`src/rtl/inv_sb_seq_pkg.sv`:
```
// ---------------------------------------------------------------------------
// | Module   : inv_sb_seq_pkg                                               |
// | Purpose  : Shared types and constants for the bit-sliced S-box          |
// |            sequencer: FSM state enum, column count and the two          |
// |            16-entry substitution tables.                                |
// | Revision : 1.0 - initial release                                        |
// ---------------------------------------------------------------------------
`default_nettype none

package inv_sb_seq_pkg;

  // Number of 4-bit columns in the 128-bit state (one per bit of a word)
  localparam int NCOL = 32;

  typedef enum logic [1:0] {
    IDLE = 2'd0,
    RUN  = 2'd1,
    DONE = 2'd2
  } state_t;

  // Tables are packed with entry i in bits [4*i+3 : 4*i]
  // Inverse: 0..F -> 0,2,4,D,8,A,B,6,1,7,5,E,F,9,C,3
  localparam logic [63:0] INV_SBOX_TBL = 64'h3C9F_E571_6BA8_D420;
  // Forward: 0..F -> 0,8,1,F,2,A,7,9,4,D,5,6,E,3,B,C
  localparam logic [63:0] FWD_SBOX_TBL = 64'hCB3E_65D4_97A2_F180;

endpackage

`default_nettype wire

```
`src/rtl/inv_sb_lane.sv`:
```
// ---------------------------------------------------------------------------
// | Module   : inv_sb_lane                                                  |
// | Purpose  : One combinational 4-bit S-box substitution. With             |
// |            INV_SB_SEQ_FWD_EN defined a fwd select picks between the     |
// |            forward and inverse tables; otherwise inverse only.          |
// | Revision : 1.0 - initial release                                        |
// ---------------------------------------------------------------------------
`default_nettype none

module inv_sb_lane
  import inv_sb_seq_pkg::*;
(
  input  logic [3:0] din,
`ifdef INV_SB_SEQ_FWD_EN
  input  logic       fwd,
`endif
  output logic [3:0] dout
);

  // Table lookup: nibble value selects a 4-bit slice of the packed table
`ifdef INV_SB_SEQ_FWD_EN
  always_comb begin
    dout = fwd ? FWD_SBOX_TBL[{din, 2'b00} +: 4] : INV_SBOX_TBL[{din, 2'b00} +: 4];
  end
`else
  always_comb begin
    dout = INV_SBOX_TBL[{din, 2'b00} +: 4];
  end
`endif

endmodule

`default_nettype wire

```
`src/rtl/inv_sb_seq.sv`:
```
// ---------------------------------------------------------------------------
// | Module   : inv_sb_seq                                                   |
// | Purpose  : Sequential bit-sliced S-box over a 128-bit state. Column j   |
// |            is {w3[j],w2[j],w1[j],w0[j]}; LANES columns are substituted  |
// |            in place per cycle, giving a latency of 32/LANES cycles.     |
// | Config   : INV_SB_SEQ_FWD_EN adds a fwd port selecting forward S-box.   |
// | Revision : 1.0 - initial release                                        |
// ---------------------------------------------------------------------------
`default_nettype none

module inv_sb_seq
  import inv_sb_seq_pkg::*;
#(
  parameter int LANES = 4
) (
  input  logic         clk,
  input  logic         rst_n,
  input  logic         in_valid,
  output logic         in_ready,
  input  logic [127:0] in_state,
`ifdef INV_SB_SEQ_FWD_EN
  input  logic         fwd,
`endif
  output logic         out_valid,
  input  logic         out_ready,
  output logic [127:0] out_state,
  output logic         busy
);

  // Column step wraps to 0 for LANES=32, leaving col pinned at 0
  localparam logic [4:0] STEP     = 5'(LANES);
  localparam logic [4:0] LAST_COL = 5'(NCOL - LANES);

  state_t               state_q, state_d;
  logic [4:0]           col_q;
  logic [127:0]         work_q, work_d;
  logic                 accept;
  logic                 last_grp;

  logic [31:0]          w0, w1, w2, w3;
  logic [31:0]          nw0, nw1, nw2, nw3;
  logic [LANES-1:0]     g0, g1, g2, g3;
  logic [LANES-1:0]     n0, n1, n2, n3;
  logic [LANES-1:0][3:0] lane_in, lane_out;

`ifdef INV_SB_SEQ_FWD_EN
  logic                 fwd_q;
`endif

  assign accept    = (state_q == IDLE) && in_valid;
  assign last_grp  = (col_q == LAST_COL);
  assign in_ready  = (state_q == IDLE);
  assign busy      = (state_q == RUN);
  assign out_valid = (state_q == DONE);
  assign out_state = work_q;

  assign w0 = work_q[31:0];
  assign w1 = work_q[63:32];
  assign w2 = work_q[95:64];
  assign w3 = work_q[127:96];

  // Column mux: pick the current group of LANES bits from each word
  always_comb begin
    g0 = w0[col_q +: LANES];
    g1 = w1[col_q +: LANES];
    g2 = w2[col_q +: LANES];
    g3 = w3[col_q +: LANES];
  end

  generate
    for (genvar i = 0; i < LANES; i++) begin : g_lane
      assign lane_in[i] = {g3[i], g2[i], g1[i], g0[i]};

      inv_sb_lane u_lane (
        .din  (lane_in[i]),
`ifdef INV_SB_SEQ_FWD_EN
        .fwd  (fwd_q),
`endif
        .dout (lane_out[i])
      );

      assign n0[i] = lane_out[i][0];
      assign n1[i] = lane_out[i][1];
      assign n2[i] = lane_out[i][2];
      assign n3[i] = lane_out[i][3];
    end
  endgenerate

  // Working register next value: load on accept, write substituted group back in RUN
  always_comb begin
    nw0    = w0;
    nw1    = w1;
    nw2    = w2;
    nw3    = w3;
    work_d = work_q;
    if (accept) begin
      work_d = in_state;
    end else if (state_q == RUN) begin
      nw0[col_q +: LANES] = n0;
      nw1[col_q +: LANES] = n1;
      nw2[col_q +: LANES] = n2;
      nw3[col_q +: LANES] = n3;
      work_d = {nw3, nw2, nw1, nw0};
    end
  end

  // FSM state register
  always_ff @(posedge clk or negedge rst_n) begin
    if (!rst_n) begin
      state_q <= IDLE;
    end else begin
      state_q <= state_d;
    end
  end

  // FSM next-state logic; in_valid only matters in IDLE
  always_comb begin
    state_d = state_q;
    unique case (state_q)
      IDLE:    if (in_valid)  state_d = RUN;
      RUN:     if (last_grp)  state_d = DONE;
      DONE:    if (out_ready) state_d = IDLE;
      default:                state_d = IDLE;
    endcase
  end

  // Datapath registers: working state and column counter
  always_ff @(posedge clk or negedge rst_n) begin
    if (!rst_n) begin
      work_q <= '0;
      col_q  <= '0;
    end else begin
      work_q <= work_d;
      if (accept) begin
        col_q <= '0;
      end else if (state_q == RUN) begin
        col_q <= col_q + STEP;
      end
    end
  end

`ifdef INV_SB_SEQ_FWD_EN
  // Direction select captured with the state so it holds for the whole run
  always_ff @(posedge clk or negedge rst_n) begin
    if (!rst_n) begin
      fwd_q <= 1'b0;
    end else if (accept) begin
      fwd_q <= fwd;
    end
  end
`endif

endmodule

`default_nettype wire
```
`config.mk`:
```
export PLATFORM = sky130hd
export DESIGN_NAME = inv_sb_seq
export DESIGN_NICKNAME = d
export VERILOG_FILES = /design/src/rtl/inv_sb_seq_pkg.sv /design/src/rtl/inv_sb_lane.sv /design/src/rtl/inv_sb_seq.sv
export SDC_FILE = /design/constraint.sdc
export NUM_CORES = 1
export LEC_CHECK = 0
export BUFFER_PORTS_ARGS = -buffer_cell sky130_fd_sc_hd__buf_2
export CAP_MARGIN = 20
export CORE_ASPECT_RATIO = 0.8
export CORE_MARGIN = 2
export CORE_UTILIZATION = 47
export CTS_CLUSTER_DIAMETER = 60
export CTS_CLUSTER_SIZE = 30
export DETAILED_ROUTE_END_ITERATION = 12
export GPL_ROUTABILITY_DRIVEN = 0
export PLACE_DENSITY = 0.78
export SYNTH_ARGS = -nofsm -noshare
export SYNTH_HDL_FRONTEND = slang
export SYNTH_HIERARCHICAL = 1
export SYNTH_SLANG_ARGS = --single-unit
```
`constraint.sdc`:
```
create_clock -name clk -period 3.26 [get_ports clk]
set_clock_uncertainty 0.2 [all_clocks]
set_input_delay 0.326 -clock clk [delete_from_list [all_inputs] [get_ports clk]]
set_output_delay 0.326 -clock clk [all_outputs]
set_load 0.02 [all_outputs]
```
# == Word-level counts from Yosys, hierarchy flattened ==
# Index checks and enable logic that the tools add are counted.
# Widths: inputs -> output; s select.
# word_totals
out_inout_bits,131
ff_bits,135
wordCells,40
# classes
n_reduce_logical,4
shift,13
n_mux,12
n_addsub,2
eq_ne,6
# ops
operator,count
$mux 128,2
$shiftx 64x7->4 const A,4
$bwmux 32,4
$shiftx 32x6->4,4
$shiftx 4x7->32,4
$shift 4x7->32 const A,1
$mux 5,2
$neg 5->7,1
$mux 2,3
$pmux 2 s3,1
$add 5x3->5 const B,1
$eq 5x5->1 const B,1
$ne 2x1->1 const B,2
$reduce_and 3->1,1
$eq 2x1->1 const B,1
$eq 2x2->1 const B,1
$logic_not 2->1,1
$ne 2x2->1 const B,1
$reduce_bool 2->1,1
$logic_and 1x1->1,1

# == Longest topological paths before layout ==
# Gate-level depths: netlist of run 1.
# logic_depth
word_depth,6
mapped_depth,13

# == Hierarchy ==
# Netlist of run 1, hierarchy kept.
# by_module_without_submodules
mod,cells_each,seq_area_each_um2,instances,area_per_inst_um2
inv_sb_seq,728,3328.2,1,7310.8
inv_sb_lane (g_lane[0].u_lane ...),18,0.0,3,162.7
inv_sb_lane (g_lane[3].u_lane),22,0.0,1,170.2

# == Worst setup path after synthesis of run 1 ==
# No wires, ideal clock.
# synth_timing
kind,register to register
startpoint,register col_q[2]
endpoint,"register work_q[48], in the netlist out_state[48]"
period_less_slack_ns,3.488
stages_incl_launch_ff,12
required_ns,2.991
slack_ns,-0.228
path_buffers,2
arrival_time_ns,3.219
path_cell_list,dfrtp_1 buf_2 buf_2 mux4_2 nand2_1 nand2_1 inv_1 ha_1 and3_2 a211oi_1 or3b_2 nand3_1
# synth_lines
item,line,text
"start, declared",inv_sb_seq.sv:35,logic [4:0] col_q;
"start signal, assigned",inv_sb_seq.sv:137,col_q <= col_q + STEP;
"end signal, assigned",inv_sb_seq.sv:133,work_q <= work_d;
"end, declared",inv_sb_seq.sv:36,"logic [127:0] work_q, work_d;"

==> out/summary.txt, run 1 <==
Cells after synthesis: 804
Critical path capture point type: flip-flop
Dominant synthesized flop cell: dfrtp_1
Syn avg cell area: 9.91 µm²
Worst r2r path cells: 11
Post-synth EDFFs: 0
Synthesized Nets: 964
Post-CTS Repair Setup Buffers: 0
Detailed Routing Iterations Pass 1: 5
Clk_lat worst skew: 0.42 ns
Overall die height: 120 µm
Iteration-0 DRC Markers: 786
Cell taking the most area after synthesis: dfrtp_1
Initial antenna violation count: 0
Worst Path Arrival: 3.17 ns
Die boundary width: 150 µm
Max Cap Violations: 0
Post-route clock period utilization: 94.6%
Max VDD drop: 0.594 mV
Final worst path period need: 3.08 ns
Fillers: 1,240
Unique masters post-synth: 48
Synth top area share: 41.8%
Hold Crit Depth: 3
Hold Path End: state_q[1]$_DFFE_PN0P_
Final nets: 1,337
Vias/cell: 5.83
Pwr dens: 1240 nW/µm²
R2R Path End: out_state[23]$_DFFE_PN0P_
Worst hold start: out_ready
CTS root buffer: clkbuf_16
Worst setup slack after layout: 0.176 ns
# clock sinks: 133
Slew Viols, Final: 0
F_max: 0.324 GHz
Worst slew pin tran: 0.832 ns
Outcome: complete, no violations
Total number of H-tree levels: 4
Register area: 3330 µm²
Clk slew on worst S/H paths: 0.06 ns
Crit start category: flip-flop
Synthesized cell area: 7970 µm²
Core Area: 16,600 µm²
WL final: 30,400 µm
Multi-input logic area: 4280 µm²
Endpoints failing hold: 0
Yosys Warn Count: 6
CTS Buf Count: 17
Clock buffer depth: 2
CTS tree: built
Via count: 8,220
Fraction of layout cells with a size suffix above 1: 32.5%
HPWL Detailed: 19,600 µm
GRT Total Usage: 34.6%
P_leak: 5.73 nW
Post-route ant nets: 0
FFs w/ async S/R, synth: 100%
Critical path class: flip-flop to flip-flop
Top cells by area, synth: dfrtp_1 42%, mux2i_1 11%, mux4_2 11%, nand2_1 8.0%, o21ai_0 6.2%
Crit path required time: 3.34 ns
Pre-CTS WS: 0.0505 ns
Setup TNS: 0 ns
Util after Layout: 69.2%
Slew HR: 44.5%
First-pass GRT wire length: 46,900 µm
Most frequent cell after synthesis: nand2_1
Buffers added on ports: 262
FF-to-FF Start: col_q[2]$_DFFE_PN0N_
DRC Markers: 0
Seq/Total Area, Yosys: 41.8%
RSZ-0062 raised after global routing: no
Critical path peak fanout: 17
Final setup vio count: 0
Starting Density: 48.1%
IO Pins: 263
Grt ovf: 0
R2R Setup Slk: 0.18 ns
Hold crit path type: input port to flip-flop
Most frequent cells after synthesis: 169 x nand2_1, 133 x dfrtp_1, 99 x o21ai_0
Design Power: 14.2 mW
Die area: 18,000 µm²
# rows: 42
Wire per inst: 21.6 µm
Antenna diode count: 0
Flop and latch count out of synthesis: 133
Area Growth Syn to Fin: 43.6%
Hold_ws: 0.0200 ns
Largest net degree at the start of global routing: 120
Vias in the first global route: 8,334
==> per-layer routing <==
metal  GRT usage [%]  share of wire (%)  routed length [µm]
met1            45.8                 40               12100
met2            55.3                 47               14200
met3            7.70                 10                3050
met4            14.5                3.3                 991
met5               0                  0                   0
==> flip-flops by register name, indices dropped and copies added (netlist names) <==
register and count:
out_state 128, state_q 2, col_q 3
==> metrics by stage <==
stage	cells	cell area [µm²]
2_1_floorplan	804	7990
3_3_place_gp	1257	9630
3_5_place_dp	1257	9630
4_1_cts	1409	11400
5_1_grt	1409	11400
6_report	1409	11400
==> layout by cell type, fill, tap and decap left out, types with 4 or more instances in the layout <==
master         count
buf_2            261
nand2_1          169
dfrtp_1          131
dlygate4sd3_1    121
o21ai_0           99
mux2i_1           90
nand3_1           54
mux4_2            39
buf_4             32
ha_1              28
inv_1             22
clkbuf_16         17
nor2_1            16
and2_1            11
a221o_1           10
a21oi_1            6
buf_12             5
o21ai_1            4
a32oi_1            4
a31oi_1            4
or3b_2             4
a22oi_1            4
clkinv_2           4
==> logic make-up after synthesis <==
group / after synthesis / synth area share, %
multiplexers: 129 / 22.3
flip-flops: 133 / 41.8
adder cells (fa/ha/maj): 28 / 4.40
AO/OA/AOI/OAI: 144 / 10.6
AND/OR/NAND/NOR: 280 / 16.0
buffers and inverters: 90 / 4.98
==> worst max path at each step <==
stage / from / endpoint / slack [ns] / depth (start not counted)
final: col_q[2]$_DFFE_PN0N_ / out_state[23]$_DFFE_PN0P_ / 0.18 / 11
after global routing: col_q[2]$_DFFE_PN0N_ / out_state[50]$_DFFE_PN0P_ / 0.03 / 11
after CTS: col_q[2]$_DFFE_PN0N_ / out_state[55]$_DFFE_PN0P_ / 0.01 / 10
after detailed placement: col_q[2]$_DFFE_PN0N_ / out_state[55]$_DFFE_PN0P_ / 0.05 / 10
after global placement: col_q[2]$_DFFE_PN0N_ / out_state[55]$_DFFE_PN0P_ / 0.15 / 10
after floorplan: col_q[2]$_DFFE_PN0N_ / out_state[48]$_DFFE_PN0P_ / 0.03 / 11
==> critical path, stage by stage, from the launching register on <==
cell and delay [ns]:
dfrtp_2 0.41, buf_12 0.20, mux4_2 0.53, nand2_1 0.08, nand2_1 0.16, inv_1 0.16, ha_1 0.17, inv_1 0.04
mux4_2 0.57, and2_1 0.18, mux2i_1 0.14, o21ai_0 0.10
==> final cells by class <==
class	instances	area share, %
Clock inverter	9	1.10
Multi-Input combinational cell	581	37.4
Inverter	24	0.787
Clock buffer	22	4.14
Tap cell	220	2.40
Timing Repair Buffer	420	25.1
Sequential cell	133	29.1
==> report_power, final <==
| group | switching, mW | internal, mW |
|---|---|---|
| registers | 0.780 | 2.48 |
| clock network | 0.731 | 1.26 |
| logic | 5.50 | 3.48 |
==> what timing repair did <==
item	CTS	global route
gates resized for setup	0	1
hold buffers	121	0
setup endpoints to repair	0	6
hold endpoints to repair	185	0
(Power assumes the default switching activity.)
==> run 2: changes to the inputs <==
--- a/config.mk
+++ b/config.mk
@@ -7,7 +7,7 @@
 export LEC_CHECK = 0
 export BUFFER_PORTS_ARGS = -buffer_cell sky130_fd_sc_hd__buf_2
 export CAP_MARGIN = 20
-export CORE_ASPECT_RATIO = 0.8
+export CORE_ASPECT_RATIO = 1.5
 export CORE_MARGIN = 2
 export CORE_UTILIZATION = 47
 export CTS_CLUSTER_DIAMETER = 60
==> run 2 against run 1 <==
Compared with the run above:
- clock power hardly changed
- clock-buffer cell count is 3 lower
- wire length is 0.49% lower
- first-iteration DRC count is 2.8% higher
- highest routed layer unchanged
==> out/summary.txt, run 2 (synthesis gave the netlist of run 1 again) <==
M3 GR Usage: 5.79% (-1.9 points)
Pwr dens: 1250 nW/µm² (+0.24%)
Final setup vio count: 0 (unchanged)
Detailed Routing Iterations Pass 1: 5 (unchanged)
P_leak: 5.72 nW (-0.13%)
Core Area: 16,700 µm² (+0.83%)
CTS tree: built
# rows: 58 (+38%)
Critical path class: flip-flop to flip-flop
IO Pins: 263 (unchanged)
Initial antenna violation count: 0 (unchanged)
Fillers: 1,203 (-3.0%)
CTS root buffer: clkbuf_16
Largest net degree at the start of global routing: 132 (+10%)
Hold_ws: 0.0178 ns (-0.00219 ns)
F_max: 0.321 GHz (-1.1%)
Met2 usage: 59.2% (+3.9 points)
RSZ-0062 raised after global routing: no
Antenna diode count: 0 (unchanged)
Crit start category: flip-flop
DRC Markers: 0 (unchanged)
Max VDD drop: 0.616 mV (+3.7%)
Clk slew on worst S/H paths: 0.06 ns (about the same)
Wire per inst: 21.6 µm (+0.15%)
Max reg flops: 128 (unchanged)
WL final: 30,200 µm (-0.49%)
Buffers added on ports: 262 (unchanged)
CP most frequent cell: ha_1
Slew Viols, Final: 0 (unchanged)
Endpoints failing hold: 0 (unchanged)
DP Area: 9660 µm² (+0.29%)
Worst slew pin tran: 0.854 ns (+0.0225 ns)
Most Used Layer, Global Route: met2
Sw Share: 49.6% (+0.29 points)
Max Cap Violations: 0 (unchanged)
Most common cell after layout, fill and taps aside: buf_2
Critical path capture point type: flip-flop
Comb power frac: 63.4% (+0.3 points)
Clock buffer depth: 2 (unchanged)
Vias/cell: 5.91 (+1.3%)
Overall die height: 163 µm (+36%)
Slew HR: 42.9% (-1.6 points)
Int Pwr: 7.19 mW (-0.34%)
Final nets: 1,337 (unchanged)
Clock power share: 13.7% (-0.3 points)
GRT Total Usage: 34.0% (-0.57 points)
Worst Path Buf+Inv: 3 (unchanged)
Total number of H-tree levels: 4 (unchanged)
Fraction of layout cells with a size suffix above 1: 32.7% (+0.22 points)
Vias in the first global route: 8,412 (+0.94%)
CP Cell Sequence: buf_12 -> inv_1 -> ha_1 -> ha_1 -> and3b_1 -> or4b_1 -> buf_4 -> mux2i_1 -> o21ai_1
# clock sinks: 133 (unchanged)
HPWL Detailed: 19,600 µm (+0.28%)
Die area: 18,000 µm² (about the same)
Multi-input logic area: 4280 µm² (about the same)
Worst Path Arrival: 3.18 ns (about the same)
Setup TNS: 0 ns (unchanged)
Register area: 3330 µm² (unchanged)
First-pass GRT wire length: 45,800 µm (-2.4%)
Critical path peak fanout: 25 (+8)
Met1 Track Usage GR: 38.9% (-6.9 points)
Most frequent cells in the layout: 261 x buf_2, 169 x nand2_1, 131 x dfrtp_1, 119 x dlygate4sd3_1, 99 x o21ai_0
P_sw: 7.07 mW (+0.82%)
Via count: 8,274 (+0.66%)
Placed Cells: 1,249 (-0.64%)
Post-route clock period utilization: 95.6% (+1.0 points)
Crit path max-delay family: simple AND/OR/NAND/NOR gates
Crit path required time: 3.33 ns (about the same)
Hold crit path type: input port to flip-flop
Starting Density: 47.7% (-0.40 points)
Grt ovf: 0 (unchanged)
Post-route ant nets: 0 (unchanged)
Final Non-Filler Cells: 1,400 (-0.64%)
CTS Buf Count: 17 (unchanged)
Die boundary width: 110 µm (-26%)
Iteration-0 DRC Markers: 808 (+2.8%)
Area Growth Syn to Fin: 43.6% (about the same)
Worst path slowest cell: or4b_1
Clk_lat worst skew: 0.42 ns (about the same)
Maximum single-stage delay on the critical path: 0.53 ns (-0.04 ns)
Final worst path period need: 3.12 ns (+0.0333 ns)
Reg power frac: 22.9% (about the same)
Final instance area: 11,400 µm² (about the same)
Outcome: complete, no violations
## run 2: cell count changes in the layout (fill, tap and decap cells not counted), moves of 2 or more
cell,before,now
buf_12,5,7
clkbuf_8,3,1
clkinv_2,4,1
clkinvlp_4,1,4
dlygate4sd3_1,121,119
inv_6,0,5
## run 2: through the flow
stage               total power [mW]  setup slack (ns)  utilization, %
global placement                11.7             0.237            57.9
global route                    15.0           0.00944            68.6
finish                          14.3             0.143            68.6
CTS                             14.1             0.152            68.5
detailed placement              11.9             0.192            57.9
floorplan                       8.84            0.0323               -
## run 2: power groups by stage
| stage | clock [mW] | combinational (mW) | sequential, mW |
|---|---|---|---|
| 2_1_floorplan | 0 | 4.89 | 3.94 |
| 3_3_place_gp | 0 | 8.52 | 3.23 |
| 3_5_place_dp | 0 | 8.68 | 3.25 |
| 4_1_cts | 1.97 | 8.87 | 3.23 |
| 5_1_grt | 2.03 | 9.68 | 3.33 |
| 6_report | 1.96 | 9.04 | 3.27 |
## run 2: worst paths after layout
check                                           start                         end  slack [ns]  depth (start not counted)
min reg2reg                out_state[111]$_DFFE_PN0P_  out_state[111]$_DFFE_PN0P_        0.33                          2
max in group asynchronous                       rst_n   out_state[82]$_DFFE_PN0P_        1.76                          3
min                                      in_state[59]   out_state[59]$_DFFE_PN0P_        0.02                          2
min in group asynchronous                       rst_n   out_state[19]$_DFFE_PN0P_        0.26                          2
max                              col_q[2]$_DFFE_PN0N_   out_state[76]$_DFFE_PN0P_        0.14                          9
max reg2reg                      col_q[2]$_DFFE_PN0N_   out_state[76]$_DFFE_PN0P_        0.14                          9
## run 2: cell type report
type | instances | area share (%)
timing repair buffer | 420 | 25.2
multi-input combinational | 581 | 37.4
tap | 210 | 2.30
clock inverter | 13 | 1.29
clock buffer | 19 | 3.87
sequential | 133 | 29.1
inverter | 24 | 0.787
## run 2: repair_timing
| action | 4_1_cts | 5_1_grt |
|---|---|---|
| buffers inserted | 0 | 0 |
| endpoints found under the hold margin | 180 | 0 |
| setup endpoints to repair | 0 | 1 |
| hold buffers | 119 | 0 |
| gates resized for setup | 0 | 1 |
## run 2: metal layers
metal | up-vias | part of all wire (%)
li1 | 3608 | -
met1 | 4053 | 36
met2 | 485 | 52
met3 | 128 | 6.8
met4 | 0 | 5.2
met5 | - | 0
## run 2: worst register-to-register path: cells and delay by family (launching register included)
family,cells,cell delay [ns]
compound gates,1,0.09
fa+ha+maj,2,0.61
buf+inv,3,0.55
flops,1,0.41
mux,1,0.20
simple gates,2,0.89
